### src/rtl/reg_file_pkg.sv
// Shared defaults and address-width helper for the parameterised register file.
package reg_file_pkg;

  localparam int DEF_DATA_W = 32;
  localparam int DEF_DEPTH  = 32;

  // At least one address bit, even for one- or two-entry files.
  function automatic int addr_w_f(input int depth);
    return (depth <= 2) ? 1 : $clog2(depth);
  endfunction

endpackage

### src/rtl/reg_file_scoreboard.sv
// Per-register pending flags: set by sb_set, cleared by a write to the same
// register, with set winning a same-edge collision. Register 0 never pends when ZERO_REG=1.
module reg_file_scoreboard
  import reg_file_pkg::*;
#(
  parameter int DEPTH    = DEF_DEPTH,
  parameter int ZERO_REG = 1,
  localparam int ADDR_W  = addr_w_f(DEPTH)
) (
  input  logic              clk,
  input  logic              rst,
  input  logic              sb_set,
  input  logic [ADDR_W-1:0] sb_addr,
  input  logic              clr_en,
  input  logic [ADDR_W-1:0] clr_addr,
  output logic [DEPTH-1:0]  pending
);

  logic [DEPTH-1:0] pending_nxt;

  always_comb begin
    pending_nxt = pending;
    for (int i = 0; i < DEPTH; i++) begin
      if (clr_en && (clr_addr == ADDR_W'(i))) pending_nxt[i] = 1'b0;
      // Applied after the clear so a new producer overrides the write.
      if (sb_set && (sb_addr == ADDR_W'(i))) pending_nxt[i] = 1'b1;
    end
    if (ZERO_REG != 0) pending_nxt[0] = 1'b0;
  end

  always_ff @(posedge clk) begin
    if (rst) pending <= '0;
    else     pending <= pending_nxt;
  end

endmodule

### src/rtl/param_reg_file.sv
// Two-read/one-write register file with per-register pending scoreboard.
// Optional same-cycle write-to-read forwarding is enabled by defining RF_BYPASS_EN.
module param_reg_file
  import reg_file_pkg::*;
#(
  parameter int DATA_W   = DEF_DATA_W,
  parameter int DEPTH    = DEF_DEPTH,
  parameter int ZERO_REG = 1,
  localparam int ADDR_W  = addr_w_f(DEPTH)
) (
  input  logic              clk,
  input  logic              rst,
  input  logic              rfwe,
  input  logic [ADDR_W-1:0] rfwa,
  input  logic [DATA_W-1:0] rfwd,
  input  logic [ADDR_W-1:0] rfra1,
  input  logic [ADDR_W-1:0] rfra2,
  output logic [DATA_W-1:0] rfrd1,
  output logic [DATA_W-1:0] rfrd2,
  input  logic              sb_set,
  input  logic [ADDR_W-1:0] sb_addr,
  output logic              busy1,
  output logic              busy2,
  output logic              any_busy
);

  logic signed [DATA_W-1:0] regs [DEPTH];
  logic signed [DATA_W-1:0] wd;
  logic [DEPTH-1:0]         pending;
  logic                     wr_ok;
  logic                     clr_en;

  function automatic logic in_range(input logic [ADDR_W-1:0] a);
    return 32'(a) < 32'(DEPTH);
  endfunction

  function automatic logic is_zero_reg(input logic [ADDR_W-1:0] a);
    return (ZERO_REG != 0) && (a == '0);
  endfunction

`ifdef RF_BYPASS_EN
  function automatic logic byp_hit(input logic [ADDR_W-1:0] a);
    return rfwe && (a == rfwa) && (a != '0) && in_range(a);
  endfunction
`endif

  assign wd     = rfwd;
  assign wr_ok  = rfwe && in_range(rfwa) && !is_zero_reg(rfwa);
  assign clr_en = rfwe && in_range(rfwa);

  always_ff @(posedge clk) begin
    if (rst) begin
      for (int i = 0; i < DEPTH; i++) regs[i] <= '0;
    end else if (wr_ok) begin
      regs[rfwa] <= wd;
    end
  end

  reg_file_scoreboard #(
    .DEPTH    (DEPTH),
    .ZERO_REG (ZERO_REG)
  ) u_sb (
    .clk      (clk),
    .rst      (rst),
    .sb_set   (sb_set),
    .sb_addr  (sb_addr),
    .clr_en   (clr_en),
    .clr_addr (rfwa),
    .pending  (pending)
  );

  // Unmapped and hardwired-zero addresses read 0 and never report busy.
  always_comb begin
    rfrd1 = '0;
    busy1 = 1'b0;
    if (in_range(rfra1) && !is_zero_reg(rfra1)) begin
      rfrd1 = regs[rfra1];
      busy1 = pending[rfra1];
    end
`ifdef RF_BYPASS_EN
    if (byp_hit(rfra1)) begin
      rfrd1 = wd;
      busy1 = 1'b0;
    end
`endif
  end

  always_comb begin
    rfrd2 = '0;
    busy2 = 1'b0;
    if (in_range(rfra2) && !is_zero_reg(rfra2)) begin
      rfrd2 = regs[rfra2];
      busy2 = pending[rfra2];
    end
`ifdef RF_BYPASS_EN
    if (byp_hit(rfra2)) begin
      rfrd2 = wd;
      busy2 = 1'b0;
    end
`endif
  end

  assign any_busy = |pending;

endmodule

### config.mk
export PLATFORM = sky130hd
export DESIGN_NAME = param_reg_file
export DESIGN_NICKNAME = d
export VERILOG_FILES = /design/src/rtl/reg_file_pkg.sv /design/src/rtl/reg_file_scoreboard.sv /design/src/rtl/param_reg_file.sv
export SDC_FILE = /design/constraint.sdc
export NUM_CORES = 2
export LEC_CHECK = 0
export CORE_MARGIN = 10
export CORE_UTILIZATION = 55
export CTS_BUF_LIST = sky130_fd_sc_hd__clkbuf_16
export DETAILED_ROUTE_END_ITERATION = 7
export PLACE_DENSITY = 0.74
export SLEW_MARGIN = 20
export SYNTH_ARGS = -nofsm -noshare
export SYNTH_HDL_FRONTEND = slang
export SYNTH_HIERARCHICAL = 1
export SYNTH_SLANG_ARGS = --single-unit
### constraint.sdc
create_clock -name clk -period 3.2 [get_ports clk]
set_input_delay 0.64 -clock clk [delete_from_list [all_inputs] [get_ports clk]]
set_output_delay 0.64 -clock clk [all_outputs]
set_load 0.02 [all_outputs]
==> flow_metrics.tcl <==
set metrics [dict create \
    run_status "finished with violations" \
    failed_checks "setup timing" \
    cts_sinks 1055 \
    hold_path_class "flop to flop" \
    switching_power_mw 9.01 \
    drtIter0Drc 6751 \
    multi_input_area_um2 25800 \
    worst-setup-path-type "input port to primary output" \
    async_reset_ff_frac 0 \
    power_density_nw_per_um2 490 \
    track_usage 0.326 \
    dpl.hpwl_um 122000 \
    slowest_delay_ns 0.51 \
    cts_max_level 3 \
    path_max_fanout 6 \
    timing.final.ws_setup_ns -0.168 \
    synth_ff_type "edfxtp_1" \
    worstPathCellList "buf_16 > buf_12 > buf_16 > buf_16 > buf_12 > buf_8 > mux4_2 > a22o_4 > a211oi_2 > nor3_1 > buf_2" \
    fin_cells 5790 \
    die_x_um 340 \
    dieArea_um2 116000 \
    hold_viol 0 \
    dr_wl_met2_um 88200 \
    pwr-share-clk 0.362 \
    tns_ns -3.80 \
    cts_hold_buf 0 \
    routed_via_density 6.90 \
    cts.clk_slew.worst_paths_ns 0.06 \
    clock-root-buffer "clkbuf_16" \
    stdcell_area_um2 71000 \
    drive_above_1_share 0.375 \
    ir_drop_mv 0.479 \
    drc 0 \
    crit_path_frequent_cell "buf_16" \
    core_area_um2 102000 \
    path_buf_inv 7 \
    worstSetupEndpointType "primary output" \
    ys_types 49 \
    swShare 0.259 \
    drt-total-wl_um 194000 \
    avgSynthCellArea_um2 14.7 \
    globalRouteOverflowTotal 0 \
    holdWs_ns 0.521 \
    intPower_mw 25.8 \
    io_buffers 122 \
    cts.path.max_buffers 3 \
    dp_slack_ns -1.24 \
    worst_slew_pin_slew_ns 1.18 \
    rsz0062_at_grt "yes" \
    p_seq_frac 0.470 \
    power_mw 34.8 \
    grt_antenna_before_repair 11 \
    wl_met3_um 29100 \
    finalCriticalPeriod_ns 3.37 \
    period_share 1.05 \
    setup_violations 49 \
    ant_nets 0 \
    met1Wirelength_um 67800 \
    hold_start "u_sb/pending[28]" \
    yosysWarnings 6 \
    placementRows 117 \
    start_kind "input port" \
    final_common_cell "edfxtp_1" \
    power_frac_comb 0.168 \
    clkLatencyLatePin_ns 0.69 \
    initial_core_util 0.554 \
    cp_data_arrival_time_ns 2.73 \
    final_util 0.698 \
    grt_max_degree 65 \
    grt_pass1_vias 39200 \
    netlist_instances 3832 \
    detail_route.wl_per_cell_um 33.4 \
    relSlewSlack 0.214 \
    synth_seq_area_share 0.557 \
    vias 39900 \
    r2r_start "u_sb/pending[6]" \
    fin_nets 4389 \
    final-seq-area_um2 31400 \
    placed_cell_area_um2 62900 \
    path_delay_family "buffers and inverters" \
    maxSlewViolCount 0 \
    grt_pass1_wl_um 277000 \
    area_delta_synth_final_pct 26.1 \
    cts_buffers 107 \
    cts_tree "yes" \
    drt_first_pass_iters 6 \
    n_fill_cell 6320 \
    ioPinCount 123 \
    max_freq_mhz 297 \
    layout_common_cells "edfxtp_1 (1024), and2_1 (1001), buf_4 (451), mux4_2 (421), mux2i_1 (251)" \
    ys_ff_latch 1055 \
    skew_ns 0 \
    fp.dieH_um 340 \
    synth_edf_count 1024 \
    gp_congestion 0.945 \
    top_layer "met5" \
    cpMaxStageDelayCell "mux4_2" \
    syn_area_um2 56300 \
    drv_cap 0 \
    worstSetupStartpoint "rfra1[0]" \
    cp_data_required_time_ns 2.56 \
    p_leak_nw 25.6 \
    placed_cells 5437 \
]
==> sequential cells by signal, summed over array words and instances (netlist names) <==
name,cells
u_sb/pending,31
regs,1024
==> final timing paths <==
check                     end  slack [ns]  cells after the start
min reg2reg  u_sb/pending[28]        0.52                      2
max                 rfrd1[29]       -0.17                     11
min          u_sb/pending[28]        0.52                      2
max reg2reg   u_sb/pending[6]        2.46                      2
==> worst reg2reg max path, delay by kind of cell (launching register included) <==
kind,cells,cell delay [ns]
flops,1,0.40
compound gates,2,0.26
==> area by class of cell <==
cell class | count | share of cell area
clock buffers | 108 | 0.0380
repair buffers | 771 | 0.122
diodes | 6 | 0.000211
well taps | 1368 | 0.0241
inverters | 2 | 0.000106
flip-flops and latches | 1055 | 0.442
multi-input cells | 2396 | 0.364
clock inverters | 84 | 0.0103
==> routing by layer <==
metal | vias to the layer above | GRT usage
met5 | - | 0
met4 | 6 | 0.130
met3 | 583 | 0.101
met2 | 3484 | 0.496
met1 | 20100 | 0.436
li1 | 15800 | -
==> cells by family (layout without fill, tap and decap cells) <==
kind of cell | after synthesis | count (layout) | synth area share
simple gates | 1254 | 1255 | 0.137
other cells | 2 | 39 | 0.000133
flops | 1055 | 1055 | 0.557
buf+inv | 413 | 965 | 0.0325
compound gates | 393 | 393 | 0.0517
mux | 715 | 715 | 0.221
==> synth_stat cells, types with 4 or more instances <==
library cell,instances,area (um^2)
a2111oi_0,30,263
a211oi_1,42,315
a21oi_1,29,145
a22o_1,55,482
a22oi_1,69,518
a31oi_1,7,43.8
and2_1,1008,6310
buf_1,15,56.3
buf_2,61,305
buf_4,37,278
buf_6,9,101
clkbuf_1,289,1080
dfxtp_1,31,621
edfxtp_1,1024,30700
mux2_2,37,417
mux2i_1,257,2570
mux4_2,421,9480
nand2_1,15,56.3
nand2b_1,7,43.8
nand3_1,8,40.0
nand3b_1,10,75.1
nand4_1,4,25.0
nand4b_1,6,52.6
nand4bb_1,4,45.0
nor2_1,37,139
nor2b_1,37,231
nor3_1,54,270
nor4_1,16,100
o211ai_1,27,203
o21ai_0,10,50.1
o21ai_1,21,105
o221ai_1,30,263
o22ai_1,47,294
o311ai_1,7,61.3
o32ai_1,15,131
or2_2,33,206
or3b_2,4,35.0
==> power by group through the flow <==
stage / Combinational [mW] / Clock, mW / Sequential [mW]
2_1_floorplan: 2.59 / 0 / 16.4
3_3_place_gp: 4.71 / 0 / 16.5
3_5_place_dp: 4.76 / 0 / 16.6
4_1_cts: 5.50 / 12.5 / 16.3
5_1_grt: 5.98 / 13.1 / 16.4
6_report: 5.85 / 12.6 / 16.3
==> repair_timing <==
action                                 4_1_cts  5_1_grt
endpoints found under the hold margin        0        0
gates resized for setup                    817      108
setup buffers                              121       46
pin swaps                                  130       68
setup endpoints to repair                   66       66
gates cloned                                21        5
Note: power is estimated with default switching activity, not from simulation.
